### config.mk
export PLATFORM = sky130hd
export DESIGN_NAME = psram_fb_sched
export DESIGN_NICKNAME = d
export VERILOG_FILES = /design/src/rtl/psram_fb_pkg.sv /design/src/rtl/psram_load_sync.sv /design/src/rtl/psram_fb_sched.sv
export SDC_FILE = /design/constraint.sdc
export NUM_CORES = 1
export LEC_CHECK = 0
export ABC_AREA = 0
export CELL_PAD_IN_SITES_DETAIL_PLACEMENT = 1
export CELL_PAD_IN_SITES_GLOBAL_PLACEMENT = 1
export CORE_MARGIN = 2
export CORE_UTILIZATION = 43
export CTS_CLUSTER_SIZE = 14
export DETAILED_ROUTE_END_ITERATION = 8
export PLACE_DENSITY_LB_ADDON = 0.1
export SETUP_SLACK_MARGIN = 0.5
export SLEW_MARGIN = 30
export SYNTH_ARGS = -nofsm -noshare
export SYNTH_HDL_FRONTEND = slang
export SYNTH_SLANG_ARGS = --single-unit
### constraint.sdc
create_clock -name clk_use_psram -period 5 [get_ports clk_use_psram]
set_input_delay 0.5 -clock clk_use_psram [delete_from_list [all_inputs] [get_ports clk_use_psram]]
set_output_delay 0.5 -clock clk_use_psram [all_outputs]
set_load 0.03 [all_outputs]
### src/rtl/psram_fb_pkg.sv
// psram_fb_pkg: state encoding and parameter defaults for the PSRAM frame-buffer scheduler
package psram_fb_pkg;
   typedef enum logic [1:0] {
      ST_IDLE    = 2'd0,
      ST_ARB     = 2'd1,
      ST_WR_DATA = 2'd2,
      ST_RD_WAIT = 2'd3
   } fb_state_t;
   localparam int DEF_ADDR_W      = 21;
   localparam int DEF_LVL_W       = 9;
   localparam int DEF_BURST       = 64;
   localparam int DEF_WR_DATA_CYC = 32;
   localparam int DEF_FRAME_LEN   = 393216;
   localparam int DEF_TCMD_GAP    = 50;
   localparam int DEF_WR_THRESH   = 64;
   localparam int DEF_RD_THRESH   = 64;
   localparam int DEF_RD_TIMEOUT  = 255;
   localparam int DEF_PINGPONG    = 1;
   localparam int DEF_FAIR        = 1;
   // last grant treated as a read after reset, so the first contended grant is a write
   localparam logic LAST_WR_RST   = 1'b0;
endpackage

### src/rtl/psram_load_sync.sv
// psram_load_sync: 2-FF synchroniser for an async load request with a registered rising-edge pulse
module psram_load_sync
   import psram_fb_pkg::*;
(
   input  logic clk_use_psram,
   input  logic sys_rst_n,
   input  logic load_in,
   output logic load_pulse
);
   logic s1, s2, s3;
   // synchronise the request and emit one pulse, three cycles after the input rises
   always_ff @(posedge clk_use_psram or negedge sys_rst_n)
      if (!sys_rst_n) begin
         {s1, s2, s3, load_pulse} <= '0;
      end else begin
         s1         <= load_in;
         s2         <= s1;
         s3         <= s2;
         load_pulse <= s2 & ~s3;
      end
endmodule

### src/rtl/psram_fb_sched.sv
// psram_fb_sched: arbitrates write/read bursts to PSRAM with ping-pong frame banks
module psram_fb_sched
   import psram_fb_pkg::*;
#(
   parameter int ADDR_W      = DEF_ADDR_W,
   parameter int LVL_W       = DEF_LVL_W,
   parameter int BURST       = DEF_BURST,
   parameter int WR_DATA_CYC = DEF_WR_DATA_CYC,
   parameter int FRAME_LEN   = DEF_FRAME_LEN,
   parameter int TCMD_GAP    = DEF_TCMD_GAP,
   parameter int WR_THRESH   = DEF_WR_THRESH,
   parameter int RD_THRESH   = DEF_RD_THRESH,
   parameter int RD_TIMEOUT  = DEF_RD_TIMEOUT,
   parameter int PINGPONG    = DEF_PINGPONG,
   parameter int FAIR        = DEF_FAIR
) (
   input  logic              clk_use_psram,
   input  logic              sys_rst_n,
   input  logic              init_calib,
   input  logic              wr_load,
   input  logic              rd_load,
   input  logic [LVL_W-1:0]  wrf_level,
   input  logic [LVL_W-1:0]  rdf_level,
   input  logic              rd_data_valid,
   output logic              cmd,
   output logic              cmd_en,
   output logic [ADDR_W-1:0] addr,
   output logic              wrf_ren,
   output logic              wr_load_pulse,
   output logic              rd_load_pulse,
   output logic              wr_hold,
   output logic              frame_swap,
   output logic              rd_err
);
   localparam int OFF_W = ADDR_W - 1;
   localparam int GAP_W = $clog2(TCMD_GAP + 1);
   localparam int DAT_W = $clog2(WR_DATA_CYC + 1);
   localparam int TMO_W = $clog2(RD_TIMEOUT + 1);
   localparam logic [GAP_W-1:0] GAP_MAX  = GAP_W'(TCMD_GAP);
   localparam logic [OFF_W-1:0] OFF_LAST = OFF_W'(FRAME_LEN - BURST);
   localparam logic [OFF_W-1:0] OFF_STEP = OFF_W'(BURST);
   localparam logic PP = PINGPONG != 0;

   fb_state_t        state;
   logic [GAP_W-1:0] gap_cnt;
   logic [DAT_W-1:0] dat_cnt;
   logic [TMO_W-1:0] tmo_cnt;
   logic [OFF_W-1:0] wr_off, rd_off;
   logic wr_bank, rd_bank, last_wr, rdv_q, wr_pend, rd_pend;
   logic wr_req, rd_req, idle_arb, wr_done, rd_done, rd_tmo;
   logic wr_pend_n, rd_pend_n, wr_apply, rd_apply, grant, grant_wr, wr_end, rd_end;

   psram_load_sync u_wr_sync (
      .clk_use_psram (clk_use_psram),
      .sys_rst_n     (sys_rst_n),
      .load_in       (wr_load),
      .load_pulse    (wr_load_pulse)
   );

   psram_load_sync u_rd_sync (
      .clk_use_psram (clk_use_psram),
      .sys_rst_n     (sys_rst_n),
      .load_in       (rd_load),
      .load_pulse    (rd_load_pulse)
   );

   // request, grant and burst-completion decode; a pending load blocks grants until applied
   always_comb begin
      wr_req    = (wrf_level >= LVL_W'(WR_THRESH)) & ~wr_hold;
      rd_req    = rdf_level < LVL_W'(RD_THRESH);
      wr_pend_n = wr_pend | wr_load_pulse;
      rd_pend_n = rd_pend | rd_load_pulse;
      idle_arb  = (state == ST_IDLE) | (state == ST_ARB);
      wr_done   = (state == ST_WR_DATA) & (dat_cnt == DAT_W'(WR_DATA_CYC));
      rd_done   = (state == ST_RD_WAIT) & rdv_q & ~rd_data_valid;
      rd_tmo    = (state == ST_RD_WAIT) & ~rd_done & (tmo_cnt == TMO_W'(RD_TIMEOUT - 1));
      wr_apply  = wr_pend_n & (idle_arb | wr_done);
      rd_apply  = rd_pend_n & (idle_arb | rd_done | rd_tmo);
      grant     = (state == ST_ARB) & init_calib & (gap_cnt >= GAP_MAX) & (wr_req | rd_req)
                  & ~wr_pend_n & ~rd_pend_n;
      grant_wr  = wr_req & (~rd_req | (FAIR == 0) | ~last_wr);
      wr_end    = wr_off == OFF_LAST;
      rd_end    = rd_off == OFF_LAST;
   end

   // scheduler FSM with offsets, banks, flags and registered command outputs
   always_ff @(posedge clk_use_psram or negedge sys_rst_n)
      if (!sys_rst_n) begin
         state      <= ST_IDLE;
         cmd        <= 1'b0;
         cmd_en     <= 1'b0;
         addr       <= '0;
         wrf_ren    <= 1'b0;
         wr_hold    <= 1'b0;
         frame_swap <= 1'b0;
         rd_err     <= 1'b0;
         wr_off     <= '0;
         rd_off     <= '0;
         wr_bank    <= 1'b0;
         rd_bank    <= PP;
         last_wr    <= LAST_WR_RST;
         gap_cnt    <= GAP_MAX;
         dat_cnt    <= '0;
         tmo_cnt    <= '0;
         rdv_q      <= 1'b0;
         wr_pend    <= 1'b0;
         rd_pend    <= 1'b0;
      end else begin
         cmd_en     <= 1'b0;
         frame_swap <= 1'b0;
         rdv_q      <= rd_data_valid;
         wr_pend    <= wr_pend_n & ~wr_apply;
         rd_pend    <= rd_pend_n & ~rd_apply;
         if (gap_cnt < GAP_MAX) gap_cnt <= gap_cnt + 1'b1;
         if (wr_apply) begin
            wr_off  <= '0;
            wr_hold <= 1'b0;
         end else if (wr_done) begin
            wr_off <= wr_end ? '0 : wr_off + OFF_STEP;
            if (wr_end & PP) wr_hold <= 1'b1;
         end
         if (rd_apply) begin
            rd_off <= '0;
         end else if (rd_done) begin
            rd_off <= rd_end ? '0 : rd_off + OFF_STEP;
            if (rd_end & PP & wr_hold) begin
               wr_bank    <= rd_bank;
               rd_bank    <= wr_bank;
               wr_hold    <= 1'b0;
               frame_swap <= 1'b1;
            end
         end
         if (rd_tmo) rd_err <= 1'b1;
         case (state)
            ST_IDLE: if (init_calib) state <= ST_ARB;
            ST_ARB: begin
               if (!init_calib) begin
                  state <= ST_IDLE;
               end else if (grant) begin
                  cmd_en  <= 1'b1;
                  cmd     <= grant_wr;
                  addr    <= grant_wr ? {wr_bank, wr_off} : {rd_bank, rd_off};
                  last_wr <= grant_wr;
                  gap_cnt <= GAP_W'(1);
                  dat_cnt <= '0;
                  tmo_cnt <= '0;
                  state   <= grant_wr ? ST_WR_DATA : ST_RD_WAIT;
               end
            end
            ST_WR_DATA: begin
               wrf_ren <= ~wr_done;
               dat_cnt <= dat_cnt + 1'b1;
               if (wr_done) state <= init_calib ? ST_ARB : ST_IDLE;
            end
            ST_RD_WAIT: begin
               tmo_cnt <= tmo_cnt + 1'b1;
               if (rd_done | rd_tmo) state <= init_calib ? ST_ARB : ST_IDLE;
            end
         endcase
      end
endmodule

==> metrics.txt <==
outcome finished clean; IO Pins 53; Avg Cell Area, Syn between 10 and 15 um2; GRT Util Overall roughly a fifth; CTS sink count 84; synth warn 0; worst reg2reg startpoint u_rd_sync.load_pulse; PwrDens approximately 400 nW/um2; number of buffers and inverters on the critical path 1; asr flop ratio synth 100%; antenna viol nets, final 0; Sequential Power Share between 40 and 50%; Starting Density ~44%; fin worst setup slack around 2.5 ns; FP Rows 36; worst-margin pin slew roughly 0.9 ns; main flop type after synthesis dfrtp_1; Net Sw Frac a little over a third; post_cts resized 0; total grt overflow 0; vias per inst around 5.7; cell mode on critical path or4_1; Area growth, synth to finish 14.4%; #FFs+latches synth 84; RSZ-0062 raised after global routing no; Max-slew headroom 39.4%; final setup violation count 0; Clock power frac 26.4%; Post-Layout Cell Count ~590; Worst Path Max Fanout 35; Hold/Removal Path Class primary input to async pin; fill count between 1k and 1.5k; Pwr Total approximately 2.0 mW; CP startpoint kind flop; diode count 0; Setup CP Type flop to flop; Critical Path AT about 2.7 ns; largest net degree at the start of global routing 48; routability cong. roughly 0.79; hold-fix buffers at CTS 0; CP peak stage delay roughly 0.53 ns; most frequent cells in the layout dfrtp_1 (80), nand2_1 (38), clkdlybuf4s50_1 (33); first-pass GRT wire length about 18000 um; Final Max Tran Viols 0; Critical Path Start u_rd_sync.load_pulse; delay-heaviest family, CP simple AND/OR/NAND/NOR gates; Routed WL 10700 um; vias 3362; layout cell share with drive strength beyond 1 between 10% and 20%; Post-Syn Area 4370 um2; sequential area share after synthesis between 40% and 50%; final net count 482; Logic pwr share between 20% and 30%; Final Hold Vio Count 0; Leakage Power slightly above 2 nW; Final Skew roughly 0.017 ns; post-CTS setup buffers 0; f_max 406 MHz; max_cap viols 0; core area just under 10000 um2; Die Y around 100 um; TritonCTS buffer count 9; worst hold slack ~0.10 ns; DRC violation count after routing 0; worst skew pair latency about 0.36 ns; Setup crit end kind flop; clock tree root buffer cell clkbuf_8; Post-Route Setup TNS 0 ns; Peak supply drop between 200 and 300 uV; cell-by-cell trace of the critical path or4_1 -> or4_1 -> o21bai_4 -> clkinv_4 -> mux2_2; htree depth 3; chip width between 100 and 150 um; EDFF count, synth 0; Synth cell types 60; Die ar. approximately 11000 um2; most common cell after layout, fill and taps aside dfrtp_1; Syn Inst Count about 420; initial antenna violation count 0; CTS tree built; Reg clk slew, reported paths 0.09 ns; post-place setup slack approximately 2.2 ns; CP required roughly 5.2 ns; TritonRoute pass-1 iters 4; DR WL/cell between 15 and 20 um; period utilization approximately half; dpl cells between 500 and 600; vias in the first global route 3572; sw power around 0.72 mW; final worst path period need around 2.5 ns; Starting DRT DRC Count 86; dpl hpwl 7470 um; CTS Buffer Depth 2; slowest CP cell or4_1; I/O Buffers 34; internal power ~1.3 mW
==> worst paths after layout <==
| check | to | cells past startpoint | slack, ns |
|---|---|---|---|
| worst max-delay path | addr[6] | 5 | 2.54 |
| worst min-delay path | wr_off[18] | 1 | 0.10 |
| worst max register to register | addr[6] | 5 | 2.54 |
| worst min register to register | u_wr_sync.s2 | 0 | 0.35 |
| max in group asynchronous | u_rd_sync.s3 | 2 | 3.89 |
| min in group clk_use_psram | u_wr_sync.s2 | 0 | 0.35 |
==> power by group through the flow <==
stage	sequential [mW]	clock (mW)	combinational, mW
floorplan	0.923	0	0.409
global placement	0.951	0	0.514
detailed placement	0.959	0	0.545
CTS	0.947	0.551	0.548
global route	0.974	0.576	0.615
finish	0.946	0.534	0.539
==> sequential cells by signal, summed over array words and instances, names as in the netlist, 2 cells and up <==
register  count
addr         15
dat_cnt       6
gap_cnt       6
rd_off       14
state         2
tmo_cnt       8
wr_off       14
==> synthesized netlist by cell type (7+ instances only) <==
| cell | number | area [um2] |
|---|---|---|
| o211ai_1 | 7 | 52.6 |
| dfrtp_1 | 80 | 2000 |
| clkbuf_1 | 12 | 45.0 |
| ha_1 | 9 | 113 |
| and4_1 | 7 | 61.3 |
| or4_1 | 9 | 67.6 |
| a21oi_1 | 17 | 85.1 |
| a31oi_1 | 16 | 100 |
| nand2_1 | 38 | 143 |
| o21ai_0 | 11 | 55.1 |
| nand3_1 | 29 | 145 |
| nand4_1 | 12 | 75.1 |
| nor2_1 | 16 | 60.1 |
| mux2_2 | 22 | 248 |
| o31ai_1 | 8 | 60.1 |
| mux2_4 | 9 | 135 |
| inv_1 | 16 | 60.1 |
==> kinds of logic (layout without fill, tap and decap cells) <==
| logic type | Yosys count | after routing | synth area share (%) |
|---|---|---|---|
| compound gates | 85 | 85 | 13.2 |
| xor+xnor | 10 | 10 | 2.01 |
| fa+ha+maj | 9 | 9 | 2.58 |
| buf+inv | 44 | 72 | 5.13 |
| flops | 84 | 84 | 48.3 |
| mux | 33 | 33 | 9.23 |
| other cells | 1 | 6 | 0.0859 |
| simple gates | 155 | 155 | 19.5 |
==> cell type report <==
type	instances	area, um2	area share [%]
clock buffer	13	179	3.58
multi-input combinational	298	2060	41.2
tap	133	166	3.33
sequential	84	2110	42.2
clock inverter	3	42.5	0.852
inverter	17	68.8	1.38
timing repair buffer	39	375	7.52
==> through the flow <==
step / util [%] / area [um2]
after floorplan: - / 4380
after detailed placement: 48.6 / 4770
after CTS: 50.8 / 4990
final: 50.9 / 4990
after global placement: 48.5 / 4760
after global routing: 50.9 / 4990
==> per-layer routing <==
metal	part of all wire [%]	wire length, um	GRT usage, %
met5	0	0	0
met4	1.7	178	7.24
met3	2.0	212	2.81
met2	50	5400	35.4
met1	46	4900	27.2
No activity file was read; power rests on OpenSTA's default activity.
